**src/rtl/bullet_engine.sv**
```systemverilog
`default_nettype none
// ============================================================================
//  Module   : bullet_engine
//  Purpose  : Single-projectile engine. Spawns a bullet at the shooter's
//             muzzle, advances it once per frame tick, retires it on a
//             screen wall or on contact with the enemy tank, and counts hits.
//  Ports    : Clk, Reset        - system clock, synchronous active-high reset
//             frame_clk         - asynchronous ~60 Hz frame level
//             DrawX, DrawY      - pixel currently being drawn
//             tank_X/Y, tank_dir, is_shooting - shooter pose and fire request
//             enemy_X/Y         - opposing tank top-left
//             is_bullet         - pixel lies inside the live bullet box
//             bullet_X/Y        - bullet top-left
//             hit_state         - 00 IDLE, 01 FLIGHT, 10 WALL, 11 HIT
//             enemy_hit         - one-Clk pulse on an enemy strike
//             hit_count         - saturating enemy hit counter
//  Options  : BULLET_COOLDOWN_EN - refire lockout of COOLDOWN_FRAMES ticks
//             after a bullet retires
//  Revision : 1.0 - initial release
// ============================================================================
module bullet_engine #(
`ifdef BULLET_COOLDOWN_EN
  parameter int COOLDOWN_FRAMES = 30,
`endif
  parameter int X_MAX        = 639,
  parameter int Y_MAX        = 479,
  parameter int TANK_W       = 32,
  parameter int TANK_H       = 32,
  parameter int BULLET_W     = 8,
  parameter int BULLET_H     = 8,
  parameter int BULLET_SPEED = 4
) (
  input  logic       Clk,
  input  logic       Reset,
  input  logic       frame_clk,
  input  logic [9:0] DrawX,
  input  logic [9:0] DrawY,
  input  logic [9:0] tank_X,
  input  logic [9:0] tank_Y,
  input  logic [2:0] tank_dir,
  input  logic       is_shooting,
  input  logic [9:0] enemy_X,
  input  logic [9:0] enemy_Y,
  output logic       is_bullet,
  output logic [9:0] bullet_X,
  output logic [9:0] bullet_Y,
  output logic [1:0] hit_state,
  output logic       enemy_hit,
  output logic [7:0] hit_count
);

  typedef enum logic [1:0] {
    S_IDLE   = 2'b00,
    S_FLIGHT = 2'b01,
    S_WALL   = 2'b10,
    S_HIT    = 2'b11
  } state_t;

  // Muzzle offsets: centred across the tank, or flush with its far edge.
  localparam logic [9:0] C_OFF_CX = 10'((TANK_W - BULLET_W) / 2);
  localparam logic [9:0] C_OFF_FX = 10'(TANK_W - BULLET_W);
  localparam logic [9:0] C_OFF_CY = 10'((TANK_H - BULLET_H) / 2);
  localparam logic [9:0] C_OFF_FY = 10'(TANK_H - BULLET_H);

  localparam logic signed [10:0] C_STEP   = 11'(BULLET_SPEED);
  localparam logic signed [11:0] C_BW_M1  = 12'(BULLET_W - 1);
  localparam logic signed [11:0] C_BH_M1  = 12'(BULLET_H - 1);
  localparam logic signed [11:0] C_TW_M1  = 12'(TANK_W - 1);
  localparam logic signed [11:0] C_TH_M1  = 12'(TANK_H - 1);
  localparam logic signed [11:0] C_XMAX   = 12'(X_MAX);
  localparam logic signed [11:0] C_YMAX   = 12'(Y_MAX);
  localparam logic [10:0]        C_BW_U   = 11'(BULLET_W - 1);
  localparam logic [10:0]        C_BH_U   = 11'(BULLET_H - 1);

  state_t     state_q;
  logic [2:0] dir_q;
  logic [9:0] bx_q, by_q;
  logic       frame_d1_q, frame_d2_q, tick_q;
  logic       fire_pending_q;
  logic       enemy_hit_q;
  logic [7:0] hit_count_q;

  logic signed [10:0] nx_d, ny_d;
  logic signed [11:0] nx_e, ny_e, ex_lo, ey_lo;
  logic               hit_d, wall_d;
  logic [9:0]         spawn_x_d, spawn_y_d;
  logic               dir_ok;
  logic               cooldown_busy;

`ifdef BULLET_COOLDOWN_EN
  localparam int CD_W = $clog2(COOLDOWN_FRAMES + 1);
  localparam logic [CD_W-1:0] C_CD_LOAD = CD_W'(COOLDOWN_FRAMES);
  logic [CD_W-1:0] cd_q;
  assign cooldown_busy = (cd_q != '0);
`else
  assign cooldown_busy = 1'b0;
`endif

  // Candidate position one step along the latched direction.
  always_comb begin
    nx_d = $signed({1'b0, bx_q});
    ny_d = $signed({1'b0, by_q});
    case (dir_q)
      3'd1:    ny_d = ny_d - C_STEP;
      3'd2:    nx_d = nx_d + C_STEP;
      3'd3:    nx_d = nx_d - C_STEP;
      3'd4:    ny_d = ny_d + C_STEP;
      default: ;
    endcase
  end

  // Box tests in 12 bits so enemy far edges near 1023 cannot wrap.
  assign nx_e  = {nx_d[10], nx_d};
  assign ny_e  = {ny_d[10], ny_d};
  assign ex_lo = $signed({2'b00, enemy_X});
  assign ey_lo = $signed({2'b00, enemy_Y});

  assign hit_d = (nx_e <= ex_lo + C_TW_M1) && (nx_e + C_BW_M1 >= ex_lo) &&
                 (ny_e <= ey_lo + C_TH_M1) && (ny_e + C_BH_M1 >= ey_lo);

  assign wall_d = (nx_d < 0) || (ny_d < 0) ||
                  (nx_e + C_BW_M1 > C_XMAX) || (ny_e + C_BH_M1 > C_YMAX);

  assign dir_ok = (tank_dir >= 3'd1) && (tank_dir <= 3'd4);

  always_comb begin
    spawn_x_d = tank_X;
    spawn_y_d = tank_Y;
    case (tank_dir)
      3'd1: spawn_x_d = tank_X + C_OFF_CX;
      3'd2: begin
        spawn_x_d = tank_X + C_OFF_FX;
        spawn_y_d = tank_Y + C_OFF_CY;
      end
      3'd3: spawn_y_d = tank_Y + C_OFF_CY;
      3'd4: begin
        spawn_x_d = tank_X + C_OFF_CX;
        spawn_y_d = tank_Y + C_OFF_FY;
      end
      default: ;
    endcase
  end

  always_ff @(posedge Clk) begin
    if (Reset) begin
      state_q        <= S_IDLE;
      dir_q          <= 3'd0;
      bx_q           <= 10'd0;
      by_q           <= 10'd0;
      frame_d1_q     <= 1'b0;
      frame_d2_q     <= 1'b0;
      tick_q         <= 1'b0;
      fire_pending_q <= 1'b0;
      enemy_hit_q    <= 1'b0;
      hit_count_q    <= 8'd0;
`ifdef BULLET_COOLDOWN_EN
      cd_q           <= '0;
`endif
    end else begin
      frame_d1_q  <= frame_clk;
      frame_d2_q  <= frame_d1_q;
      tick_q      <= frame_d1_q & ~frame_d2_q;
      enemy_hit_q <= 1'b0;

      // The tick consumes the request, so a clear beats a same-cycle set.
      if (tick_q)
        fire_pending_q <= 1'b0;
      else if (is_shooting && (state_q == S_IDLE))
        fire_pending_q <= 1'b1;

      if (tick_q) begin
        case (state_q)
          S_IDLE: begin
`ifdef BULLET_COOLDOWN_EN
            if (cd_q != '0)
              cd_q <= cd_q - 1'b1;
`endif
            if (fire_pending_q && dir_ok && !cooldown_busy) begin
              state_q <= S_FLIGHT;
              dir_q   <= tank_dir;
              bx_q    <= spawn_x_d;
              by_q    <= spawn_y_d;
            end
          end
          S_FLIGHT: begin
            if (hit_d) begin
              state_q     <= S_HIT;
              enemy_hit_q <= 1'b1;
              if (hit_count_q != 8'hFF)
                hit_count_q <= hit_count_q + 8'd1;
            end else if (wall_d) begin
              state_q <= S_WALL;
            end else begin
              bx_q <= nx_d[9:0];
              by_q <= ny_d[9:0];
            end
          end
          S_WALL, S_HIT: begin
            state_q <= S_IDLE;
`ifdef BULLET_COOLDOWN_EN
            cd_q    <= C_CD_LOAD;
`endif
          end
        endcase
      end
    end
  end

  assign is_bullet = (state_q == S_FLIGHT) &&
                     ({1'b0, DrawX} >= {1'b0, bx_q}) &&
                     ({1'b0, DrawX} <= {1'b0, bx_q} + C_BW_U) &&
                     ({1'b0, DrawY} >= {1'b0, by_q}) &&
                     ({1'b0, DrawY} <= {1'b0, by_q} + C_BH_U);

  assign bullet_X  = bx_q;
  assign bullet_Y  = by_q;
  assign hit_state = state_q;
  assign enemy_hit = enemy_hit_q;
  assign hit_count = hit_count_q;

endmodule
`default_nettype wire
```
**config.mk**
```make
export PLATFORM = sky130hd
export DESIGN_NAME = bullet_engine
export DESIGN_NICKNAME = d
export VERILOG_FILES = /design/src/rtl/bullet_engine.sv
export SDC_FILE = /design/constraint.sdc
export NUM_CORES = 1
export LEC_CHECK = 0
export CAP_MARGIN = 20
export CORE_ASPECT_RATIO = 1.5
export CORE_MARGIN = 2
export CORE_UTILIZATION = 35
export CTS_BUF_LIST = sky130_fd_sc_hd__clkbuf_4
export CTS_CLUSTER_SIZE = 16
export DETAILED_ROUTE_END_ITERATION = 16
export GPL_TIMING_DRIVEN = 0
export MAX_ROUTING_LAYER = met4
export PLACE_DENSITY_LB_ADDON = 0.12
export SYNTH_ARGS = -nofsm -noshare
export SYNTH_HDL_FRONTEND = slang
export SYNTH_SLANG_ARGS = --single-unit
```
**constraint.sdc**
```tcl
create_clock -name Clk -period 4.8 [get_ports Clk]
set_clock_uncertainty 0.2 [all_clocks]
set_input_delay 0.96 -clock Clk [delete_from_list [all_inputs] [get_ports Clk]]
set_output_delay 0.96 -clock Clk [all_outputs]
set_load 0.01 [all_outputs]
```
==> results.ini, run 1 <==
[cells_and_area]
final_cell_mix = 95 x ha_1, 95 x clkdlybuf4s50_1, 66 x inv_1
area_delta_synth_final_pct = 36.1
fin_area_sq_um = 8540
final_cells = 1189
final_nets = 1140
layout-drive-gt1-share_pct = 18.1
fillers = 1819

[clock_tree]
cts_tree = yes
path_clk_slew_ns = 0.16
cts_max_level = 2
cts-root-buf = clkbuf_4
clock-sinks = 38
clockBufferDepth = 2
holdBufCountCts = 0
insertion_delay_ns = 0.39
numCtsBuffers = 5

[synth]
netlist_area_sq_um = 6280
seq_area_frac_synth_pct = 12.1
synth_seq_cells = 38
synth_cells = 816
syn_nets = 987
synth_edf_count = 0
yosys_warnings = 0
ys_types = 87
ys.flop_type = dfxtp_1
avgSynthCellArea_sq_um = 7.69
async_reset_ff_share_pct = 0

[worst_setup_path]
slowest_delay_ns = 0.37
cp-end-kind = register
cp.arrival_ns = 4.86
cp.required_ns = 4.85
cp-start-kind = register
r2r-start = dir_q[1]
r2r_end = bullet_X[2]
rrSetupSlack_ns = -0.01
crit_chain = buf_8 -> nor2_4 -> nand2_4 -> ha_4 -> a21o_1 -> buf_6 -> and3_4 -> o21a_4 -> o41ai_4 -> buf_4 -> nand2b_4 -> xnor2_2 -> ha_1 -> nand2_2 -> buf_4 -> o21ai_2 -> or2_2 -> and4b_2 -> o211ai_4 -> o211ai_4 -> buf_6 -> buf_16 -> a221oi_2 -> nor2_1
ff2ff_path_depth = 24
timing.critical_path.slowest_stage_cell = dfxtp_2
crit_fanout = 7
critPathKind = reg -> reg

[pwr]
p_sw_mw = 0.329
p_sw_share_pct = 33.4
cellLeakagePower_nw = 3.46
internal_power_mw = 0.656
vdd_drop_max_mv = 0.122
comb_power_share_pct = 36.2
clockPowerShare_pct = 30.9
powerDensity_nw_per_um2 = 115
seq_power_share_pct = 32.9

[sta]
fmax_ghz = 0.208
setup_slack_ns = -0.0103
post-route-min-period_ns = 4.81
drv_slew = 0
worst_pin_slew_ns = 1.05
hold_viol_final = 0
post-route-period-util_pct = 100
relSlewSlack_pct = 29.5
grt_setup_unrepaired = yes
setup_viol = 3

[route]
wl_per_cell_um = 17.6
firstDrtPassIters = 4
routed_wl_um = 21000
final_antenna_net_count = 0
vias = 6531
viasPerCell = 5.49
drcViolationCount = 0
initialDrtViolationCount = 300

[global_routing]
antenna_found_initial = 2
grt_pass1_wl_um = 33200
globalRoute.totalOverflow = 0
grt_use_total_pct = 22.3
grt_max_degree = 14
grt_pass1_vias = 6678

[floorplanning]
initial_core_util_pct = 35.3
num_rows = 60
die_x_um = 113
io_pins = 99
core_sq_um = 17800
dieArea_sq_um = 19000
chipHeight_um = 168

[hold_path]
hp-class = reg -> reg
holdCritStartpoint = frame_d2_q
min_to = tick_q
hold_depth = 1

[placed_design]
gp_congestion = 0.931
port_buffers = 97
numPlacedInstances = 1130
dpl.hpwl_um = 16500
placed_cell_area_sq_um = 7520

[run]
drv_cap = 0

[status]
failed_checks = negative setup slack
status = finished with violations

==> metrics by stage <==
step	setup TNS, ns	hold WS [ns]	setup slack, ns	utilization [%]	total power [mW]
finish	-0.0222	0.201	-0.0103	48.0	0.985
global route	-3.58	0.221	-0.198	48.0	1.05
CTS	0	0.209	0.00185	46.3	0.982
detailed placement	-24.43	0.186	-1.02	42.3	0.658
global placement	-23.91	0.182	-1.02	42.3	0.657
floorplan	0	0.167	0.00288	-	0.525
==> flip-flops by register name (all words and copies together) (netlist names), 2 cells and up <==
name	count
bullet_X	10
bullet_Y	10
hit_count	8
dir_q	3
hit_state	2
==> worst max-delay path by stage <==
stage	slack, ns	end	from	cells past startpoint
after floorplan	0.003	bullet_X[2]	dir_q[0]	22
after global placement	-1.02	bullet_X[5]	dir_q[0]	23
after detailed placement	-1.02	bullet_X[3]	dir_q[0]	23
after CTS	0.002	bullet_X[2]	dir_q[1]	21
after global routing	-0.20	bullet_X[7]	dir_q[1]	23
final	-0.01	bullet_X[2]	dir_q[1]	24
==> logic make-up after synthesis <==
kind of cell	synth area share, %
AOI/OAI and AO/OA	25.2
xor gates and xnor gates	10.3
adders and majority gates	21.0
buffers and inverters	6.66
DFF	12.1
muxes	2.11
and+or+nand+nor	22.6
==> worst max-delay path, delay by kind of cell, from the launching register on <==
kind / cells / cell delay, ns
buf+inv: 6 / 0.80
xor+xnor: 1 / 0.13
simple gates: 8 / 1.14
compound gates: 7 / 1.46
fa+ha+maj: 2 / 0.53
flops: 1 / 0.37
==> synth_stat cells (all sizes together) (9+ instances only) <==
master	count	area share [%]
xor2	11	1.5
nor3	27	2.2
xnor2	60	8.7
o21ai	33	2.6
nand3	23	2.0
a211oi	15	2.1
dfxtp	38	12
ha	103	21
a21o	9	1.1
nor2b	14	1.4
nand2b	14	1.4
clkbuf	19	1.1
nand4	18	1.8
mux2i	11	1.8
nand2	69	4.2
nor2	57	3.5
o21a	28	3.4
a21oi	54	4.3
inv	66	3.9
a211o	9	1.3
buf	12	1.5
==> power by group through the flow <==
| stage | registers (mW) | clock network, mW | logic (mW) |
|---|---|---|---|
| 6_report | 0.324 | 0.304 | 0.357 |
| 5_1_grt | 0.325 | 0.324 | 0.398 |
| 4_1_cts | 0.325 | 0.309 | 0.348 |
| 3_5_place_dp | 0.332 | 0 | 0.326 |
| 3_3_place_gp | 0.332 | 0 | 0.325 |
| 2_1_floorplan | 0.331 | 0 | 0.194 |
==> metal layers <==
metal,wire [um],vias to the layer above,GRT usage (%)
li1,-,3277,-
met1,8160,3075,23.2
met2,11500,135,42.0
met3,617,44,2.48
met4,719,0,8.75
met5,0,-,-
==> cell type report <==
type	count	area (sq um)	area share [%]
well taps	217	272	3.18
clock buffers	5	37.5	0.439
repair buffers	147	1420	16.6
clock inverters	3	68.8	0.806
diodes	2	5.00	0.0586
inverters	68	255	2.99
plain buffers	30	196	2.30
multi-input cells	679	5510	64.5
flip-flops and latches	38	777	9.09
==> repair_timing <==
action	in CTS	in global routing
setup buffers	38	10
gates cloned	1	1
endpoints found under the setup margin	28	28
pin swaps	30	26
resized for setup	77	51
Note: power is estimated with default switching activity, not from simulation.
==> run 2, diff against run 1 <==
Settings changed: SETUP_SLACK_MARGIN set to 0.02.
==> run 2 against run 1 <==
Compared with the run above:
- the run still ends with negative setup slack left
- largest power group unchanged
- critical path depth is the same
- register-to-register slack lost 0.05 ns
- routed wire length grew 1.6%
- total power shrank 5.0%
- cell area grew 1.7%
- non-clock buffer count grew 17
- largest cell class unchanged
- count of clock-buffer cells in the layout is the same
- first-iteration DRC count shrank 20%
- sequential power is essentially flat
- setup slack lost 0.050 ns
- combinational power is essentially flat
- sequential share of layout area shrank 0.23 points
- highest routed layer unchanged
==> results.ini, run 2 (synthesis gave the netlist of run 1 again) <==
[status]
status = finished with violations  ; unchanged
failed_checks = negative setup slack  ; unchanged

[clock_tree]
path_clk_slew_ns = 0.15  ; was 0.16 ns
cts_max_level = 2  ; unchanged
insertion_delay_ns = 0.39  ; about the same
clockBufferDepth = 2  ; unchanged
clock-sinks = 38  ; unchanged
numCtsBuffers = 5  ; unchanged
cts-root-buf = clkbuf_4  ; unchanged
cts_tree = yes  ; unchanged

[worst_setup_path]
crit_fanout = 7  ; unchanged
cp-end-kind = register  ; unchanged
cp.required_ns = 4.92  ; was 4.85 ns
r2r-start = dir_q[0]  ; was dir_q[1]
cp.arrival_ns = 4.98  ; was 4.86 ns
critPathKind = reg -> reg  ; unchanged
cp-start-kind = register  ; unchanged
ff2ff_path_depth = 24  ; unchanged
crit_start = dir_q[0]  ; was dir_q[1]

[sta]
relSlewSlack_pct = 32.9  ; was 29.5%
setup_viol = 12  ; was 3
hold_ws_ns = 0.201  ; about the same
worst_pin_slew_ns = 1.00  ; was 1.05 ns
grt_setup_unrepaired = yes  ; unchanged
post-route-min-period_ns = 4.86  ; was 4.81 ns
hold_viol_final = 0  ; unchanged
fmax_ghz = 0.206  ; was 0.208 GHz
setup_slack_ns = -0.0602  ; was -0.0103 ns
drv_slew = 0  ; unchanged
post-route-period-util_pct = 101  ; was 100%

[cells_and_area]
area_delta_synth_final_pct = 38.4  ; was 36.1%
final_cells = 1205  ; was 1189
final_nets = 1157  ; was 1140
layout-drive-gt1-share_pct = 20.3  ; was 18.1%
mostFrequentLayoutCell = ha_1
final_cell_mix = 96 x ha_1, 95 x clkdlybuf4s50_1, 65 x inv_1  ; was 95 x ha_1, 95 x clkdlybuf4s50_1, 66 x inv_1
fillers = 1752  ; was 1819

[pwr]
fin_total_pwr_mw = 0.935  ; was 0.985 mW
cellLeakagePower_nw = 3.58  ; was 3.46 nW
vdd_drop_max_mv = 0.0801  ; was 0.122 mV
powerDensity_nw_per_um2 = 108  ; was 115 nW/um^2

[route]
drcViolationCount = 0  ; unchanged
viasPerCell = 5.51  ; was 5.49
initialDrtViolationCount = 240  ; was 300
final_antenna_net_count = 0  ; unchanged
firstDrtPassIters = 5  ; was 4
routed_wl_um = 21300  ; was 21000 um
wl_per_cell_um = 17.7  ; was 17.6 um
vias = 6643  ; was 6531

[floorplanning]
die_x_um = 113  ; unchanged
chipHeight_um = 168  ; unchanged
initial_core_util_pct = 35.3  ; unchanged
dieArea_sq_um = 19000  ; unchanged
num_rows = 60  ; unchanged
io_pins = 99  ; unchanged
core_sq_um = 17800  ; unchanged

[global_routing]
grt_max_degree = 14  ; unchanged
grt_use_total_pct = 22.2  ; was 22.3%
antenna_found_initial = 1  ; was 2
grt_pass1_vias = 6651  ; was 6678
globalRoute.totalOverflow = 0  ; unchanged
grt_pass1_wl_um = 33000  ; was 33200 um

[hold_path]
hp-class = reg -> reg  ; unchanged
hold_depth = 1  ; unchanged
holdCritStartpoint = frame_d2_q  ; unchanged

[placed_design]
numPlacedInstances = 1130  ; unchanged
dpl.hpwl_um = 16500  ; about the same
gp_congestion = 0.940  ; was 0.931
pre_cts_ws_ns = -0.954  ; was -1.02 ns
port_buffers = 97  ; unchanged

[run]
drv_cap = 0  ; unchanged

==> run 2: cell count changes in the layout (fill, tap and decap cells not counted), sizes merged <==
cell	delta
buf	+16
dlymetal6s2s	+1
clkinvlp	+2
clkdlybuf4s15	-1
bufinv	-1
clkinv	-1
diode	-1
clkbuf	+2
dlygate4sd2	-1
==> run 2: report_power, final <==
part	internal [mW]	switching (mW)	total, mW	leakage (nW)
logic	0.177	0.183	0.360	3.23
clock network	0.109	0.142	0.251	0.0374
registers	0.319	0.00524	0.325	0.310
total	0.606	0.330	0.935	3.58
==> run 2: area by class of cell <==
| type | instances | area (sq um) | area share, % |
|---|---|---|---|
| clock inverter | 3 | 45.0 | 0.518 |
| tap | 217 | 272 | 3.12 |
| antenna | 1 | 2.50 | 0.0288 |
| multi-input combinational | 679 | 5580 | 64.2 |
| sequential | 38 | 771 | 8.87 |
| inverter | 68 | 258 | 2.97 |
| clock buffer | 5 | 37.5 | 0.432 |
| timing repair buffer | 163 | 1520 | 17.5 |
| buffer | 31 | 208 | 2.39 |
==> run 2: path summary, 6_finish.rpt <==
check	end	slack, ns
hold / removal	tick_q	0.20
setup reg to reg	bullet_Y[7]	-0.06
hold reg to reg	tick_q	0.20
setup / recovery	bullet_Y[7]	-0.06
==> run 2: worst max-delay path: stages, from the launching register on <==
cell      delay (ns)
dfxtp_4         0.38
buf_8           0.12
nor2_4          0.15
nand2_8         0.11
ha_4            0.23
a21o_1          0.22
a211o_1         0.34
a22o_4          0.23
buf_6           0.12
and3_4          0.14
or2_4           0.25
ha_4            0.24
a21o_1          0.17
a21o_1          0.16
a21oi_2         0.12
o21ai_2         0.07
or2_4           0.24
and4b_2         0.25
o211ai_4        0.23
o211ai_4        0.11
buf_6           0.14
buf_6           0.10
buf_4           0.12
a211o_1         0.23
a21oi_2         0.12
==> run 2: repair_timing <==
| item | in CTS | in global routing |
|---|---|---|
| pin swaps | 32 | 61 |
| cloned | 0 | 1 |
| setup buffers | 47 | 20 |
| setup endpoints to repair | 28 | 28 |
| hold buffers | 0 | 0 |
| gates resized for setup | 74 | 61 |
==> run 2: through the flow <==
step	util [%]	instance area [sq um]	setup TNS [ns]
after floorplan	-	6280	0
after global placement	42.3	7520	-23.31
after detailed placement	42.3	7520	-22.70
after CTS	46.4	8260	0
after global routing	48.9	8690	-3.61
final	48.9	8690	-0.301
==> run 2: layer usage <==
layer | global-route usage, % | part of all wire, % | up-vias
met5 | - | 0 | -
met3 | 1.84 | 3.2 | 49
met2 | 42.5 | 55 | 153
met4 | 8.54 | 3.8 | 0
met1 | 23.1 | 38 | 3126
li1 | - | - | 3315
==> run 3, diff against run 2 <==
Settings changed: RECOVER_POWER set to 50.
==> run 3 against run 2 <==
Compared with the run above:
- the run still ends with negative setup slack left
- critical path depth is the same
- highest routed layer unchanged
- non-clock buffer count is the same
- cell area is essentially flat
- combinational power is essentially flat
- sequential cell count is the same
- largest power group unchanged
- critical endpoint unchanged
- sequential share of layout area is essentially flat
- via count is essentially flat
==> results.ini, run 3 (synthesis gave the netlist of run 1 again) <==
[worst_setup_path]
timing.critical_path.slowest_stage_cell = dfxtp_4  ; unchanged
crit_family = compound AO/OA/AOI/OAI gates  ; unchanged
cp.required_ns = 4.92  ; about the same
ff2ff_path_depth = 24  ; unchanged
critPathKind = reg -> reg  ; unchanged
r2r_end = bullet_Y[7]  ; unchanged
r2r-start = dir_q[0]  ; unchanged
cp-start-kind = register  ; unchanged
crit_start = dir_q[0]  ; unchanged
cp.arrival_ns = 4.98  ; about the same
crit_fanout = 7  ; unchanged
cp-end-kind = register  ; unchanged
crit_chain = buf_8 -> nor2_4 -> nand2_8 -> ha_4 -> a21o_1 -> a211o_1 -> a22o_4 -> buf_6 -> and3_4 -> or2_4 -> ha_4 -> a21o_1 -> a21o_1 -> a21oi_2 -> o21ai_2 -> or2_4 -> and4b_2 -> o211ai_4 -> o211ai_4 -> buf_6 -> buf_6 -> buf_4 -> a211o_1 -> a21oi_2  ; unchanged
rrSetupSlack_ns = -0.06  ; about the same
worst-path-buf-inv = 5  ; unchanged
slowest_delay_ns = 0.38  ; about the same
crit_cells = 24  ; unchanged

[pwr]
clockPowerShare_pct = 26.8  ; about the same
cellLeakagePower_nw = 3.62  ; was 3.58 nW
seq_power_share_pct = 34.7  ; about the same
comb_power_share_pct = 38.5  ; about the same
p_sw_mw = 0.330  ; about the same
vdd_drop_max_mv = 0.0801  ; about the same
p_sw_share_pct = 35.2  ; about the same
powerDensity_nw_per_um2 = 108  ; about the same
internal_power_mw = 0.606  ; about the same

[cells_and_area]
final_cell_mix = 96 x ha_1, 82 x clkdlybuf4s50_1, 65 x inv_1  ; was 96 x ha_1, 95 x clkdlybuf4s50_1, 65 x inv_1
final_core_utilization_pct = 48.8  ; was 48.9%
fillers = 1752  ; unchanged
final_cells = 1205  ; unchanged
final_nets = 1157  ; unchanged
fin_area_sq_um = 8690  ; about the same
regArea_sq_um = 768  ; was 771 sq um
area_delta_synth_final_pct = 38.4  ; about the same
multi_input_area_sq_um = 5580  ; unchanged
layout-drive-gt1-share_pct = 20.1  ; was 20.3%
mostFrequentLayoutCell = ha_1  ; unchanged

[sta]
worst_pin_slew_ns = 1.00  ; about the same
setup_slack_ns = -0.0600  ; was -0.0602 ns
post-route-period-util_pct = 101  ; about the same
drv_slew = 0  ; unchanged
post-route-min-period_ns = 4.86  ; about the same
setup_viol = 12  ; unchanged
grt_setup_unrepaired = yes  ; unchanged
relSlewSlack_pct = 32.9  ; about the same
fmax_ghz = 0.206  ; about the same
hold_viol_final = 0  ; unchanged

[route]
firstDrtPassIters = 5  ; unchanged
wl_met2_um = 11700  ; about the same
routed-wl-met3_um = 646  ; was 677 um
wl_per_cell_um = 17.7  ; about the same
viasPerCell = 5.52  ; was 5.51
final_antenna_net_count = 0  ; unchanged
drcViolationCount = 0  ; unchanged
routed_wl_um = 21300  ; about the same
initialDrtViolationCount = 240  ; unchanged
wl_met1_um = 8120  ; about the same
maxUsedRoutingLayer = met4  ; unchanged
vias = 6647  ; was 6643

[global_routing]
grt_use_total_pct = 22.2  ; unchanged
grt_pass1_vias = 6651  ; unchanged
globalRoute.totalOverflow = 0  ; unchanged
grt_max_degree = 14  ; unchanged
antenna_found_initial = 1  ; unchanged
grt_pass1_wl_um = 33000  ; unchanged

[floorplanning]
dieArea_sq_um = 19000  ; unchanged
core_sq_um = 17800  ; unchanged
initial_core_util_pct = 35.3  ; unchanged
die_x_um = 113  ; unchanged
num_rows = 60  ; unchanged
io_pins = 99  ; unchanged
chipHeight_um = 168  ; unchanged

[clock_tree]
cts-root-buf = clkbuf_4  ; unchanged
path_clk_slew_ns = 0.15  ; about the same
clockBufferDepth = 2  ; unchanged
cts_max_level = 2  ; unchanged
cts_tree = yes  ; unchanged
numCtsBuffers = 5  ; unchanged
clock-sinks = 38  ; unchanged
insertion_delay_ns = 0.39  ; about the same

[status]
failed_checks = negative setup slack  ; unchanged
status = finished with violations  ; unchanged

[hold_path]
hold_depth = 1  ; unchanged
hp-class = reg -> reg  ; unchanged
min_to = tick_q  ; unchanged
holdCritStartpoint = frame_d2_q  ; unchanged

[run]
drv_cap = 0  ; unchanged

[placed_design]
gp_congestion = 0.940  ; unchanged
placed_cell_area_sq_um = 7520  ; unchanged
pre_cts_ws_ns = -0.954  ; unchanged
port_buffers = 97  ; unchanged
numPlacedInstances = 1130  ; unchanged
dpl.hpwl_um = 16500  ; unchanged

-- run 3: changes by cell type in the layout (fill, tap and decap cells not counted), sizes merged --
cell	delta
dlygate4sd3	+13
clkdlybuf4s50	-13
-- run 3: per-stage QoR --
| step | setup TNS, ns | total power [mW] | hold WS (ns) |
|---|---|---|---|
| 4_1_cts | 0 | 0.923 | 0.205 |
| 6_report | -0.304 | 0.935 | 0.201 |
| 5_1_grt | -3.68 | 0.996 | 0.216 |
| 2_1_floorplan | 0 | 0.525 | 0.167 |
| 3_5_place_dp | -22.70 | 0.657 | 0.188 |
| 3_3_place_gp | -23.31 | 0.657 | 0.181 |
-- run 3: layer usage --
metal	vias to the layer above	global-route usage, %
li1	3314	-
met4	0	8.54
met3	51	1.84
met1	3126	23.1
met5	-	-
met2	156	42.5
-- run 3: how the worst max path moves through the flow --
stage	to	slack, ns
6_report	bullet_Y[7]	-0.06
5_1_grt	hit_state[1]	-0.20
4_1_cts	bullet_X[4]	0.02
3_5_place_dp	bullet_X[3]	-0.95
3_3_place_gp	bullet_X[5]	-0.99
2_1_floorplan	bullet_X[2]	0.06
-- run 3: area by class of cell --
type / count / area share (%)
multi-input cells: 679 / 64.2
repair buffers: 163 / 17.5
flip-flops and latches: 38 / 8.84
well taps: 217 / 3.12
inverters: 68 / 2.97
plain buffers: 31 / 2.39
clock inverters: 3 / 0.518
clock buffers: 5 / 0.432
diodes: 1 / 0.0288
-- run 3: repair_timing --
item | in CTS | in global routing
buffers inserted | 47 | 20
setup endpoints to repair | 28 | 28
hold buffers | 0 | 0
pin swaps | 32 | 61
cloned | 0 | 1
gates resized for setup | 74 | 61
-- run 3: worst reg2reg max path, delay by kind of cell (launching register included) --
family                     cells  cell delay, ns
DFF                            1            0.38
AOI/OAI and AO/OA             11            2.00
buffers and inverters          5            0.60
adders and majority gates      2            0.48
and+or+nand+nor                6            1.14
-- run 3: power groups by stage --
stage,Combinational (mW),Sequential [mW],Clock [mW]
2_1_floorplan,0.194,0.331,0
3_3_place_gp,0.325,0.332,0
3_5_place_dp,0.326,0.332,0
4_1_cts,0.345,0.324,0.254
5_1_grt,0.402,0.325,0.269
6_report,0.360,0.324,0.251
